## config.mk

```make
export PLATFORM = sky130hd
export DESIGN_NAME = axi4_rd_dma
export DESIGN_NICKNAME = d
export VERILOG_FILES = /design/src/rtl/axi4_rd_pkg.sv /design/src/rtl/axi4_rd_len_calc.sv /design/src/rtl/axi4_rd_dma.sv
export SDC_FILE = /design/constraint.sdc
export NUM_CORES = 1
export LEC_CHECK = 0
export ABC_CLOCK_PERIOD_IN_PS = 7300
export CORE_UTILIZATION = 35
export CTS_CLUSTER_SIZE = 24
export DETAILED_ROUTE_END_ITERATION = 16
export SLEW_MARGIN = 20
export SYNTH_ARGS = -nofsm -noshare
export SYNTH_HDL_FRONTEND = slang
export SYNTH_SLANG_ARGS = --single-unit
```

## constraint.sdc

```tcl
create_clock -name clk -period 7.3 [get_ports clk]
set_input_delay 1.46 -clock clk [delete_from_list [all_inputs] [get_ports clk]]
set_output_delay 1.46 -clock clk [all_outputs]
set_load 0.02 [all_outputs]
```

## src/rtl/axi4_rd_pkg.sv

```systemverilog
// axi4_rd_pkg: shared AXI4 read-DMA constants, FSM state type and clogb2 helper.
// Contents: BURST_INCR, RESP_SLVERR, RESP_DECERR, ARCACHE_VAL, state_t, clogb2().
package axi4_rd_pkg;

    localparam logic [1:0] BURST_INCR  = 2'b01;
    localparam logic [1:0] RESP_SLVERR = 2'b10;
    localparam logic [1:0] RESP_DECERR = 2'b11;
    localparam logic [3:0] ARCACHE_VAL = 4'b0010;

    typedef enum logic [1:0] {
        ST_IDLE,
        ST_RUN,
        ST_DRAIN,
        ST_DONE
    } state_t;

    // Ceiling log2; exact log2 for powers of two.
    function automatic int clogb2(input int v);
        int r;
        r = 0;
        for (int i = 0; i < 31; i++)
            if ((1 << i) < v) r = i + 1;
        return r;
    endfunction

endpackage

```

## src/rtl/axi4_rd_len_calc.sv

```systemverilog
// axi4_rd_len_calc: burst length = min(beats remaining, MAX_BURST_LEN, beats to next 4 KB page).
// Ports: page_off (low 12 address bits, beat aligned), beats_left (beats still to request),
//        len (resulting burst length in beats, 1..256).
module axi4_rd_len_calc #(
    parameter int BEATS_W       = 17,
    parameter int OFF_W         = 2,
    parameter int MAX_BURST_LEN = 16
) (
    input  logic [11:0]        page_off,
    input  logic [BEATS_W-1:0] beats_left,
    output logic [8:0]         len
);

    localparam int W = (BEATS_W > 13) ? BEATS_W : 13;

    logic [12:0]  to_page;
    logic [W-1:0] page_beats;
    logic [W-1:0] left_ext;
    logic [W-1:0] cap;
    logic [W-1:0] min_a;
    logic [W-1:0] min_b;

    always_comb begin
        to_page    = 13'h1000 - {1'b0, page_off};
        page_beats = W'(to_page >> OFF_W);
        left_ext   = W'(beats_left);
        cap        = W'(MAX_BURST_LEN);
        min_a      = (left_ext < cap) ? left_ext : cap;
        min_b      = (page_beats < min_a) ? page_beats : min_a;
        len        = 9'(min_b);
    end

endmodule

```

## src/rtl/axi4_rd_dma.sv

```systemverilog
// axi4_rd_dma: AXI4 read-burst DMA copying byte_num_i bytes from base_addr_i into a word SRAM.
// Ports: clk, rst_n (async, active low); start_i/base_addr_i/byte_num_i command;
//        busy_o, done_o (1-cycle pulse), error_o (sticky RRESP error);
//        sram_we_o/sram_be_o/sram_addr_o/sram_data_o SRAM write port;
//        M_AXI_AR* / M_AXI_R* AXI4 read address and read data channels.
// Option: define AXI4_RD_ERR_ABORT_EN to stop issuing ARs after the first error and
//         drain in-flight bursts without writing them.
module axi4_rd_dma
    import axi4_rd_pkg::*;
#(
    parameter int AXI_ID_WIDTH    = 1,
    parameter int AXI_ADDR_WIDTH  = 32,
    parameter int AXI_DATA_WIDTH  = 32,
    parameter int BYTE_NUM_WIDTH  = 16,
    parameter int SRAM_ADDR_WIDTH = 16,
    parameter int MAX_BURST_LEN   = 16,
    parameter int MAX_OUTSTANDING = 2
) (
    input  logic                        clk,
    input  logic                        rst_n,
    input  logic                        start_i,
    input  logic [AXI_ADDR_WIDTH-1:0]   base_addr_i,
    input  logic [BYTE_NUM_WIDTH-1:0]   byte_num_i,
    output logic                        busy_o,
    output logic                        done_o,
    output logic                        error_o,
    output logic                        sram_we_o,
    output logic [AXI_DATA_WIDTH/8-1:0] sram_be_o,
    output logic [SRAM_ADDR_WIDTH-1:0]  sram_addr_o,
    output logic [AXI_DATA_WIDTH-1:0]   sram_data_o,
    output logic [AXI_ID_WIDTH-1:0]     M_AXI_ARID,
    output logic [AXI_ADDR_WIDTH-1:0]   M_AXI_ARADDR,
    output logic [7:0]                  M_AXI_ARLEN,
    output logic [2:0]                  M_AXI_ARSIZE,
    output logic [1:0]                  M_AXI_ARBURST,
    output logic                        M_AXI_ARLOCK,
    output logic [3:0]                  M_AXI_ARCACHE,
    output logic [2:0]                  M_AXI_ARPROT,
    output logic [3:0]                  M_AXI_ARQOS,
    output logic                        M_AXI_ARVALID,
    input  logic                        M_AXI_ARREADY,
    input  logic [AXI_ID_WIDTH-1:0]     M_AXI_RID,
    input  logic [AXI_DATA_WIDTH-1:0]   M_AXI_RDATA,
    input  logic [1:0]                  M_AXI_RRESP,
    input  logic                        M_AXI_RLAST,
    input  logic                        M_AXI_RVALID,
    output logic                        M_AXI_RREADY
);

    localparam int STRB  = AXI_DATA_WIDTH / 8;
    localparam int OFF_W = clogb2(STRB);
    localparam int BW    = BYTE_NUM_WIDTH + 1;
    localparam int OW    = clogb2(MAX_OUTSTANDING + 1);
    localparam logic [STRB-1:0] ONES = '1;

    state_t                    state;
    state_t                    state_nx;
    logic [AXI_ADDR_WIDTH-1:0] ar_addr;
    logic [7:0]                ar_len;
    logic                      ar_valid;
    logic [BW-1:0]             ar_left;
    logic [BW-1:0]             total;
    logic [BW-1:0]             r_cnt;
    logic [OW-1:0]             outstanding;
    logic [OFF_W-1:0]          off;
    logic [OFF_W-1:0]          end_off;
    logic [8:0]                calc_len;
    logic [8:0]                cur_len;
    logic [BW-1:0]             start_sum;
    logic [BW-1:0]             start_beats;
    logic [STRB-1:0]           first_m;
    logic [STRB-1:0]           last_m;
    logic                      start_ok;
    logic                      ar_hs;
    logic                      ar_issue;
    logic                      r_hs;
    logic                      r_end;
    logic                      r_err;
    logic                      halt;
    logic                      unused;

    assign start_ok    = (state == ST_IDLE) && start_i;
    assign ar_hs       = ar_valid && M_AXI_ARREADY;
    assign r_hs        = M_AXI_RVALID && M_AXI_RREADY;
    assign r_end       = r_hs && M_AXI_RLAST;
    assign r_err       = r_hs && M_AXI_RRESP[1];
    assign cur_len     = {1'b0, ar_len} + 9'd1;
    // Beat count covers the partial leading word as well as the trailing one.
    assign start_sum   = BW'(base_addr_i[OFF_W-1:0]) + BW'(byte_num_i);
    assign start_beats = (start_sum + BW'(STRB - 1)) >> OFF_W;
    assign first_m     = (r_cnt == '0) ? (ONES << off) : ONES;
    assign last_m      = ((r_cnt == total - BW'(1)) && (end_off != '0)) ? ~(ONES << end_off) : ONES;

`ifdef AXI4_RD_ERR_ABORT_EN
    // Once an error is seen the remaining data is worthless: stop requesting and discard.
    assign halt = error_o || r_err;
`else
    assign halt = 1'b0;
`endif

    // A new AR is raised only after the previous one handshakes, so at most one is pending.
    assign ar_issue = (state == ST_RUN) && !ar_valid && (ar_left != '0) &&
                      (outstanding < OW'(MAX_OUTSTANDING)) && !halt;

    assign busy_o        = (state != ST_IDLE);
    assign done_o        = (state == ST_DONE);
    assign M_AXI_RREADY  = (state == ST_RUN) || (state == ST_DRAIN);
    assign M_AXI_ARID    = '0;
    assign M_AXI_ARADDR  = ar_addr;
    assign M_AXI_ARLEN   = ar_len;
    assign M_AXI_ARSIZE  = 3'(OFF_W);
    assign M_AXI_ARBURST = BURST_INCR;
    assign M_AXI_ARLOCK  = 1'b0;
    assign M_AXI_ARCACHE = ARCACHE_VAL;
    assign M_AXI_ARPROT  = 3'b000;
    assign M_AXI_ARQOS   = 4'b0000;
    assign M_AXI_ARVALID = ar_valid;
    assign unused        = ^{M_AXI_RID, M_AXI_RRESP[0]};

    axi4_rd_len_calc #(
        .BEATS_W       (BW),
        .OFF_W         (OFF_W),
        .MAX_BURST_LEN (MAX_BURST_LEN)
    ) u_len_calc (
        .page_off   (ar_addr[11:0]),
        .beats_left (ar_left),
        .len        (calc_len)
    );

    always_ff @(posedge clk or negedge rst_n) begin
        if (!rst_n) state <= ST_IDLE;
        else        state <= state_nx;
    end

    always_comb begin
        state_nx = state;
        case (state)
            ST_IDLE:  if (start_i) state_nx = (byte_num_i == '0) ? ST_DONE : ST_RUN;
            ST_RUN:   if ((ar_hs && (ar_left == BW'(cur_len))) || (halt && !ar_valid)) state_nx = ST_DRAIN;
            // Nothing outstanding means the final beat's write has just been issued.
            ST_DRAIN: if (outstanding == '0) state_nx = ST_DONE;
            default:  state_nx = ST_IDLE;
        endcase
    end

    always_ff @(posedge clk or negedge rst_n) begin
        if (!rst_n) begin
            ar_addr     <= '0;
            ar_len      <= '0;
            ar_valid    <= 1'b0;
            ar_left     <= '0;
            total       <= '0;
            r_cnt       <= '0;
            outstanding <= '0;
            off         <= '0;
            end_off     <= '0;
            error_o     <= 1'b0;
            sram_we_o   <= 1'b0;
            sram_be_o   <= '0;
            sram_addr_o <= '0;
            sram_data_o <= '0;
        end else begin
            sram_we_o <= r_hs && !halt;
            if (r_hs) begin
                sram_be_o   <= first_m & last_m;
                sram_data_o <= M_AXI_RDATA;
                r_cnt       <= r_cnt + BW'(1);
            end
            if (sram_we_o) sram_addr_o <= sram_addr_o + SRAM_ADDR_WIDTH'(1);
            if (r_err) error_o <= 1'b1;
            if (ar_hs) begin
                ar_valid <= 1'b0;
                ar_addr  <= ar_addr + (AXI_ADDR_WIDTH'(cur_len) << OFF_W);
                ar_left  <= ar_left - BW'(cur_len);
            end else if (ar_issue) begin
                ar_valid <= 1'b1;
                ar_len   <= 8'(calc_len - 9'd1);
            end
            if (ar_hs && !r_end)      outstanding <= outstanding + OW'(1);
            else if (!ar_hs && r_end) outstanding <= outstanding - OW'(1);
            if (start_ok) begin
                ar_addr     <= {base_addr_i[AXI_ADDR_WIDTH-1:OFF_W], OFF_W'(0)};
                ar_left     <= start_beats;
                total       <= start_beats;
                r_cnt       <= '0;
                sram_addr_o <= '0;
                error_o     <= 1'b0;
                off         <= base_addr_i[OFF_W-1:0];
                end_off     <= start_sum[OFF_W-1:0];
            end
        end
    end

endmodule
```

# --- Yosys cells after proc, flatten, opt, wreduce, memory -nomap -nowiden ---
# Index checks and enable logic that the tools add are counted.
totals:
  in_bits: 89
  out_inout_bits: 116
  word_cells: 97
  register_bits: 152
classes:
  bitwise_logic: 3
  n_shift: 2
  reduce_logical: 31
  magnitude_cmp: 3
  eq_ne: 8
  n_mux: 23
  add_sub_neg: 12
op_table:
  columns: ["cell", "count"]
  rows:
  - ["$mux W17", 5]
  - ["$mux W32", 2]
  - ["$add A32 B11 Y32", 1]
  - ["$mux W16", 2]
  - ["$add A17 B1 Y17 const B", 1]
  - ["$add A17 B2 Y17 const B", 1]
  - ["$add A2 B16 Y17", 1]
  - ["$eq A17 B17 Y1", 1]
  - ["$eq A17 B9 Y1", 1]
  - ["$logic_not A17 Y1", 1]
  - ["$lt A11 B17 Y1", 1]
  - ["$lt A17 B5 Y1 const B", 1]
  - ["$reduce_bool A17 Y1", 1]
  - ["$sub A17 B9 Y17", 1]
  - ["$add A16 B1 Y16 const B", 1]
  - ["$logic_not A16 Y1", 1]
  - ["$reduce_bool A2 Y1", 8]
  - ["$sub A15 B1 Y16 const B", 1]
  - ["$sub A13 B12 Y13 const A", 1]
  - ["$logic_and A1 B1 Y1", 12]
  - ["$mux W2", 6]
  - ["$add A8 B1 Y9 const B", 1]
  - ["$mux W4", 2]
  - ["$mux W8", 1]
  - ["other kinds (19)", 28]

# --- Depth between registers and ports, before layout ---
# Gate-level depths: netlist of the first run.
depth:
  word_depth: 7
  ltp_mapped: 19
  mapped_depth_nobuf: 17

# --- By module ---
# From an unflattened synthesis of the first run, not the netlist that was laid out.
unflattened:
  cells_unflattened: 1137
  area_unflattened_um2: 9803.2
modules_own_cells:
  columns: ["module", "seq_area_each_um2", "instances", "cells_each", "area_per_inst_um2"]
  rows:
  - ["axi4_rd_dma", 3753.6, 1, 1065, 9177.6]
  - ["axi4_rd_len_calc", 0.0, 1, 72, 625.6]

# --- Least setup slack after synthesis of the first run ---
# Ideal clock, no wire load.
synth_path:
  path_kind: "in2reg"
  startpoint: "input base_addr_i[0]"
  endpoint: "register ar_left[11]"
  path_buffers: 2
  stages: 11
  t_arrival_ps: 3802
  slack_ps: 3427
  setup_ps: 71
  required_ps: 7229
  path_cell_list: "ha_1 > inv_1 > fa_1 > nor2b_1 > clkbuf_1 > nor4_2 > and3_1 > buf_4 > o2111ai_2 > or4_1 > nand4_1"
synth_via:
  elab_chain_len: 3
synth_rtl:
  columns: ["item", "line", "text"]
  rows:
  - ["from (decl)", "axi4_rd_dma.sv:22", "input logic [AXI_ADDR_WIDTH-1:0] base_addr_i,"]
  - ["$add A2 B16 Y17", "axi4_rd_dma.sv:89", "assign start_sum = BW'(base_addr_i[OFF_W-1:0]) + BW'(byte_num_i);"]
  - ["$add A17 B2 Y17", "axi4_rd_dma.sv:90", "assign start_beats = (start_sum + BW'(STRB - 1)) >> OFF_W;"]
  - ["$mux W17", "axi4_rd_dma.sv:181", "if (start_ok) begin"]
  - ["to (signal assigned)", "axi4_rd_dma.sv:174", "ar_left <= ar_left - BW'(cur_len);"]
  - ["to (signal assigned)", "axi4_rd_dma.sv:183", "ar_left <= start_beats;"]
  - ["to (decl)", "axi4_rd_dma.sv:61", "logic [BW-1:0] ar_left;"]
# No other way between the ends.
# A chain may end at the register's enable or synchronous reset.

# --- Worst setup path after layout of the first run ---
layout_path:
  startpoint: "register ar_left[12]"
  endpoint: "register ar_len[6] (netlist: M_AXI_ARLEN[6])"
layout_via:
  elab_chain_len: 5
  word_cells_on_any_way: 9
  cone_classes: "add/sub (1); order compare (2); mux (2); reduce/logical (4)"
layout_rtl:
  columns: ["item", "line", "text"]
  rows:
  - ["$lt A17 B5 Y1", "axi4_rd_len_calc.sv:28", "min_a = (left_ext < cap) ? left_ext : cap;"]
  - ["$mux W17", "axi4_rd_len_calc.sv:28", null]
  - ["$lt A11 B17 Y1", "axi4_rd_len_calc.sv:29", "min_b = (page_beats < min_a) ? page_beats : min_a;"]
  - ["$mux W8", "axi4_rd_len_calc.sv:29", null]
  - ["$sub A8 B1 Y8", "axi4_rd_dma.sv:177", "ar_len <= 8'(calc_len - 9'd1);"]
  - ["to (signal assigned)", "axi4_rd_dma.sv:177", null]
  - ["to (decl)", "axi4_rd_dma.sv:59", "logic [7:0] ar_len;"]
# Parallel ways exist; a longest one is shown, timed or not.

==> metrics.csv, run 1 <==
metric,value,unit
outcome,completed,
pin count of the biggest net entering global routing,90,
"Cell Chain, Critical Path","nor4_2, nand3_1, nor2_1, and2_1, inv_1, ha_1, a211oi_1, o21ai_0, nor4_2, o21ai_0, buf_4, mux2i_1, ha_1, o211ai_1, or3_1, a21o_1, a21oi_1",
hold depth,2,
max-cap violation count,0,
CP Class,flop to flop,
core area,27900,µm²
final WL,27700,µm
# IOs,205,
Initial Utilization,0.358,
Final min period,4.37,ns
# rows,61,
Main synth FF type,dfrtp_1,
cells taking the most area after synthesis,"dfrtp_1, nand2_1, ha_1",
Antenna diodes,0,
leak pwr,5.42,nW
Top Family by Delay on Critical Path,simple AND/OR/NAND/NOR gates,
DPL Wire Length,20000,µm
Netlist cell types,73,
Peak VDD IR,174,µV
Post-synth ARST share,1.00,
Final TNS setup,0,ns
worst path required time,7.65,ns
fin cells,1741,
routed wl met3,1540,µm
Util after Layout,0.455,
initial antenna violation count,0,
"Setup violations, final",0,
"EDFF count, synth",0,
DR WL met2,13000,µm
PostCTS Resize Cnt,0,
Post-route DRC,0,
Yosys reg bits,150,
Worst Tran Pin Value,0.864,ns
TritonCTS clock tree,done,
number of filler cells placed in the layout,2760,
Worst path slowest cell,dfrtp_1,
vias per inst,5.26,
Bufs and invs on worst path,2,
PD cells,431,nW/µm²
Fin Clk Skew,0.0223,ns
Worst setup SP type,flop,
die width,171,µm
Register Area,3750,µm²
Root Driver,clkbuf_16,
CP arrival,4.73,ns
worst skew pair latency,0.44,ns
postcts setup bufs,0,
synthesized instance count,1191,
CP Depth,17,
Post-Place Cells,1709,
Rel. slew slack,0.424,
Top Layer Used,met4,
"Seq/Total Area, Yosys",0.375,
DR pass1 iterations,5,
"Hold Vio Cnt, Final",0,
Worst R2R Path Depth,17,
via count,9162,
vias in the first global route,8699,
top cell type's share of synthesized area,0.375,
GRT Util Overall,0.194,
crit path max fanout,12,
fmax,0.229,GHz
Multi-input gate area,5820,µm²
min-delay worst type,flop to flop,
gp weighted congestion,0.878,
Final Max Slew Viols,0,
WL per Instance,15.9,µm
Hold WS,0.467,ns
Final Instance Area,12700,µm²
clk buf depth,2,
crit end category,flop,
die height,171,µm
H-tree levels,4,
I/O Buffers,182,
Synth area leader,dfrtp_1,
initial detailed-routing violation count,561,
Mapped Area,10000,µm²
Tcrit/Tclk final,0.599,
layout cell share with drive strength beyond 1,0.0462,
RSZ-0062 raised after global routing,no,
Clock Pin Slew Worst Setup and Hold Paths,0.08,ns
average cell area after synthesis,8.40,µm²
Area growth syn-to-layout,27.0,%
total CTS buffers,17,
YS warnings,0,
Clock Sink Count,150,
Post-DP Area,12100,µm²
fin nets,1486,
crit-path max cell delay,0.42,ns
global-route wire length before repair,45200,µm
grt ovf,0,
DRT met1 WL,12800,µm
Post-DRT Antenna Nets,0,
Post-CTS Hold Buffers,0,
Die Area,29300,µm²
## logic make-up (layout without fill, tap and decap cells)
| family | Yosys count | in the layout | share of synthesized area |
|---|---|---|---|
| and+or+nand+nor | 520 | 520 | 0.253 |
| AOI/OAI and AO/OA | 250 | 250 | 0.162 |
| DFF | 150 | 150 | 0.375 |
| buffers and inverters | 114 | 262 | 0.0519 |
| xor gates and xnor gates | 98 | 98 | 0.0858 |
| adders and majority gates | 47 | 47 | 0.0610 |
| muxes | 10 | 10 | 0.0105 |
| other | 2 | 26 | 0.000751 |
## state kept, by name (all words and copies together) (netlist names)
register       cells
error_o            1
sram_addr_o       16
sram_data_o       32
sram_be_o          4
M_AXI_ARADDR      30
state              2
end_off            2
M_AXI_ARLEN        8
sram_we_o          1
ar_left           17
r_cnt             17
outstanding        2
total             15
M_AXI_ARVALID      1
off                2
## final cells by class
class,instances,area share
clock inverter,15,0.0158
timing repair buffer,187,0.147
sequential,150,0.296
tap,378,0.0372
multi-input combinational,951,0.459
inverter,43,0.0127
clock buffer,17,0.0335
## power breakdown
group | internal, mW | leakage, nW | switching, mW | total [mW]
Sequential | 1.16 | 1.87 | 0.412 | 1.57
Combinational | 1.26 | 3.25 | 1.70 | 2.97
Clock | 0.498 | 0.305 | 0.437 | 0.936
Total | 2.92 | 5.42 | 2.55 | 5.47
## cells in the final DEF, fill, tap and decap left out, types with 5 or more instances in the layout
master	synthesis	final
nand2_1	212	211
clkdlybuf4s50_1	0	181
dfrtp_1	150	150
nor2_1	111	111
o21ai_0	79	79
xor2_1	59	59
a21oi_1	46	46
ha_1	44	44
inv_1	42	42
xnor2_1	39	39
nand3_1	28	28
conb_1	2	26
nor3_1	23	23
nand4_1	23	23
a31oi_1	23	23
and3_1	22	22
or3_1	17	17
clkbuf_16	0	17
nor4_1	15	15
a21o_1	14	14
o31ai_1	14	14
a211oi_1	12	12
or4_1	12	12
o211ai_1	11	11
nor2b_1	9	9
nand2b_1	8	8
o21a_1	7	7
mux2i_1	6	6
and4_1	6	6
clkinv_8	0	5
buf_4	22	5
## tightest hold or removal path: stages, from the launching register on
cell     delay (ns)
dfrtp_1        0.34
nand2_1        0.05
nand2_1        0.05
## synthesized netlist by cell type, types with 7 or more instances
| master | instances |
|---|---|
| a211oi_1 | 12 |
| a21o_1 | 14 |
| a21oi_1 | 46 |
| a31oi_1 | 23 |
| and3_1 | 22 |
| buf_1 | 8 |
| buf_2 | 7 |
| buf_4 | 22 |
| clkbuf_1 | 34 |
| dfrtp_1 | 150 |
| ha_1 | 44 |
| inv_1 | 42 |
| nand2_1 | 212 |
| nand2b_1 | 8 |
| nand3_1 | 28 |
| nand4_1 | 23 |
| nor2_1 | 111 |
| nor2b_1 | 9 |
| nor3_1 | 23 |
| nor4_1 | 15 |
| o211ai_1 | 11 |
| o21a_1 | 7 |
| o21ai_0 | 79 |
| o31ai_1 | 14 |
| or3_1 | 17 |
| or4_1 | 12 |
| xnor2_1 | 39 |
| xor2_1 | 59 |
## through the flow
| stage | total power, mW | setup slack (ns) |
|---|---|---|
| 5_1_grt | 5.93 | 2.50 |
| 3_5_place_dp | 4.53 | 2.65 |
| 6_report | 5.47 | 2.93 |
| 4_1_cts | 5.51 | 3.00 |
| 2_1_floorplan | 3.50 | 3.43 |
| 3_3_place_gp | 4.49 | 2.72 |
## worst paths after layout
kind | slack (ns) | to | startpoint
worst max-delay path | 2.93 | M_AXI_ARLEN[6] | ar_left[12]
worst min-delay path | 0.47 | sram_be_o[0] | sram_be_o[0]
worst max register to register | 2.93 | M_AXI_ARLEN[6] | ar_left[12]
worst min register to register | 0.47 | sram_be_o[0] | sram_be_o[0]
max in group asynchronous | 4.90 | M_AXI_ARVALID | rst_n
min in group asynchronous | 1.07 | sram_data_o[25] | rst_n
## layer usage
layer / GRT usage / vias up
met4: 0.0528 / 0
met3: 0.0412 / 27
met2: 0.310 / 265
li1: - / 4486
met1: 0.264 / 4384
met5: 0 / -
(Power assumes the default switching activity.)
==> run 2: changes to the inputs <==
--- a/config.mk
+++ b/config.mk
@@ -5,7 +5,7 @@
 export SDC_FILE = /design/constraint.sdc
 export NUM_CORES = 1
 export LEC_CHECK = 0
-export ABC_CLOCK_PERIOD_IN_PS = 7300
+export ABC_CLOCK_PERIOD_IN_PS = 3660
 export CORE_UTILIZATION = 35
 export CTS_CLUSTER_SIZE = 24
 export DETAILED_ROUTE_END_ITERATION = 16
==> constraint.sdc (replaced) <==
create_clock -name clk -period 3.66 [get_ports clk]
set_input_delay 0.732 -clock clk [delete_from_list [all_inputs] [get_ports clk]]
set_output_delay 0.732 -clock clk [all_outputs]
set_load 0.02 [all_outputs]
==> metrics.csv, run 2 (synthesis results as in run 1) <==
metric,value,unit
vias in the first global route,8526,
TritonCTS clock tree,done,
Reg power frac,0.269,
Area growth syn-to-layout,31.1,%
Rel. slew slack,0.446,
Util after Layout,0.470,
"setup slack, reg-to-reg",0.05,ns
final WL,28000,µm
outcome,completed,
global routing usage on met1,0.270,
Largest register FFs,32,
total CTS buffers,17,
fin nets,1531,
worst skew pair latency,0.43,ns
vias per inst,5.14,
Post-DRT Antenna Nets,0,
global-route wire length before repair,44600,µm
PD cells,859,nW/µm²
crit end category,flop,
Post-route DRC,0,
"Cell Chain, Critical Path","nor4_4, nand3_2, nor2_4, and2_4, inv_2, ha_4, a211oi_2, o21ai_1, nor4_2, o21ai_2, mux2i_2, ha_2, o211ai_1, or3_1, a21o_1, a21oi_2",
CP arrival,3.97,ns
combinational share of power,0.572,
pre-CTS WS,-0.0351,ns
pin count of the biggest net entering global routing,67,
Reg-to-Reg Start,ar_left[9],
core area,27900,µm²
Sw Ratio,0.462,
# rows,61,
"Setup violations, final",0,
Peak VDD IR,325,µV
DPL Wire Length,20800,µm
largest reg by FF count,sram_data_o,
Worst path slowest cell,dfrtp_2,
met2 usage,0.299,
NetSw,5.21,mW
# IOs,205,
fmax,0.277,GHz
RSZ-0062 raised after global routing,yes,
number of filler cells placed in the layout,2723,
most frequent cells in the layout,"nand2_1, clkdlybuf4s50_1, dfrtp_1",
crit path max fanout,5,
worst setup path startpoint,ar_left[9],
"most common cell after layout, fill and taps aside",nand2_1,
initial antenna violation count,0,
GRT Util Overall,0.192,
Root Driver,clkbuf_16,
layout cell share with drive strength beyond 1,0.0895,
I/O Buffers,182,
Clock Sink Count,150,
H-tree levels,4,
internal power,6.06,mW
clk buf depth,2,
setup slack after layout,0.0452,ns
die width,171,µm
leak pwr,5.65,nW
gp weighted congestion,0.880,
Worst setup SP type,flop,
"Hold Vio Cnt, Final",0,
Worst Tran Pin Value,0.825,ns
Final Max Slew Viols,0,
initial detailed-routing violation count,508,
"Most Used Layer, Global Route",met2,
grt ovf,0,
Fin Clk Skew,0.0134,ns
Post-CTS Hold Buffers,0,
Antenna diodes,0,
WL per Instance,15.7,µm
CP Class,flop to flop,
Tcrit/Tclk final,0.988,
Clock Pin Slew Worst Setup and Hold Paths,0.07,ns
Clk pwr share,0.159,
Die Area,29300,µm²
Initial Utilization,0.358,
max-cap violation count,0,
GR Layer Usage met3,0.0379,
DR pass1 iterations,5,
Final min period,3.61,ns
crit-path max cell delay,0.43,ns
via count,9179,
die height,171,µm
min-delay worst type,primary input to async pin,
worst path required time,4.02,ns
==> run 2: power groups by stage <==
stage / logic [mW] / clock network, mW / registers (mW)
finish: 6.45 / 1.79 / 3.03
global route: 7.14 / 1.89 / 3.15
CTS: 6.29 / 1.83 / 3.02
detailed placement: 6.25 / 0 / 3.04
global placement: 6.18 / 0 / 3.03
floorplan: 3.55 / 0 / 3.43
==> run 2: per-layer routing <==
metal	vias up	wire length, µm
met5	-	0
met4	0	450
met3	35	1380
met2	252	12800
met1	4320	13300
li1	4572	-
==> run 2: path summary, 6_finish.rpt <==
path / cells past startpoint / end
max: 16 / M_AXI_ARLEN[6]
min: 1 / sram_data_o[22]
max reg2reg: 16 / M_AXI_ARLEN[6]
min reg2reg: 2 / sram_data_o[29]
max in group asynchronous: 2 / outstanding[1]
min in group clk: 2 / sram_data_o[29]
==> run 2: critical path, delay by kind of cell, from the launching register on <==
kind                     cells  cell delay, ns
adder cells (fa/ha/maj)      2            0.47
AO/OA/AOI/OAI                6            0.90
AND/OR/NAND/NOR              6            1.47
multiplexers                 1            0.22
buffers and inverters        1            0.04
flip-flops                   1            0.43
==> run 2: timing repair <==
action	in CTS	in global routing
resized for setup	2	22
setup buffers	0	8
pin swaps	0	12
endpoints found under the setup margin	1	3
==> run 2: final cells by class <==
class	instances	area, µm²	share of cell area
multi-input combinational	951	5920	0.451
sequential	150	3750	0.286
timing repair buffer	232	2200	0.168
tap	378	473	0.0361
clock buffer	17	425	0.0324
clock inverter	15	180	0.0137
inverter	43	161	0.0123
==> run 2: through the flow <==
step | hold WS (ns) | instance area [µm²] | TNS, ns | power (mW) | std cells
floorplan | 0.436 | 10100 | 0 | 6.98 | 1215
global placement | 0.456 | 12400 | 0 | 9.21 | 1746
detailed placement | 0.461 | 12400 | -0.0351 | 9.28 | 1746
CTS | 0.250 | 13000 | 0 | 11.1 | 1778
global route | 0.272 | 13100 | -0.428 | 12.2 | 1786
finish | 0.245 | 13100 | 0 | 11.3 | 1786
==> run 3: changes to the inputs <==
--- a/config.mk
+++ b/config.mk
@@ -7,7 +7,7 @@
 export LEC_CHECK = 0
 export ABC_CLOCK_PERIOD_IN_PS = 3660
 export CORE_UTILIZATION = 35
-export CTS_CLUSTER_SIZE = 24
+export CTS_CLUSTER_SIZE = 8
 export DETAILED_ROUTE_END_ITERATION = 16
 export SLEW_MARGIN = 20
 export SYNTH_ARGS = -nofsm -noshare
==> results of run 3 <==
Final layout, timing and power as in run 2 (identical DEF).
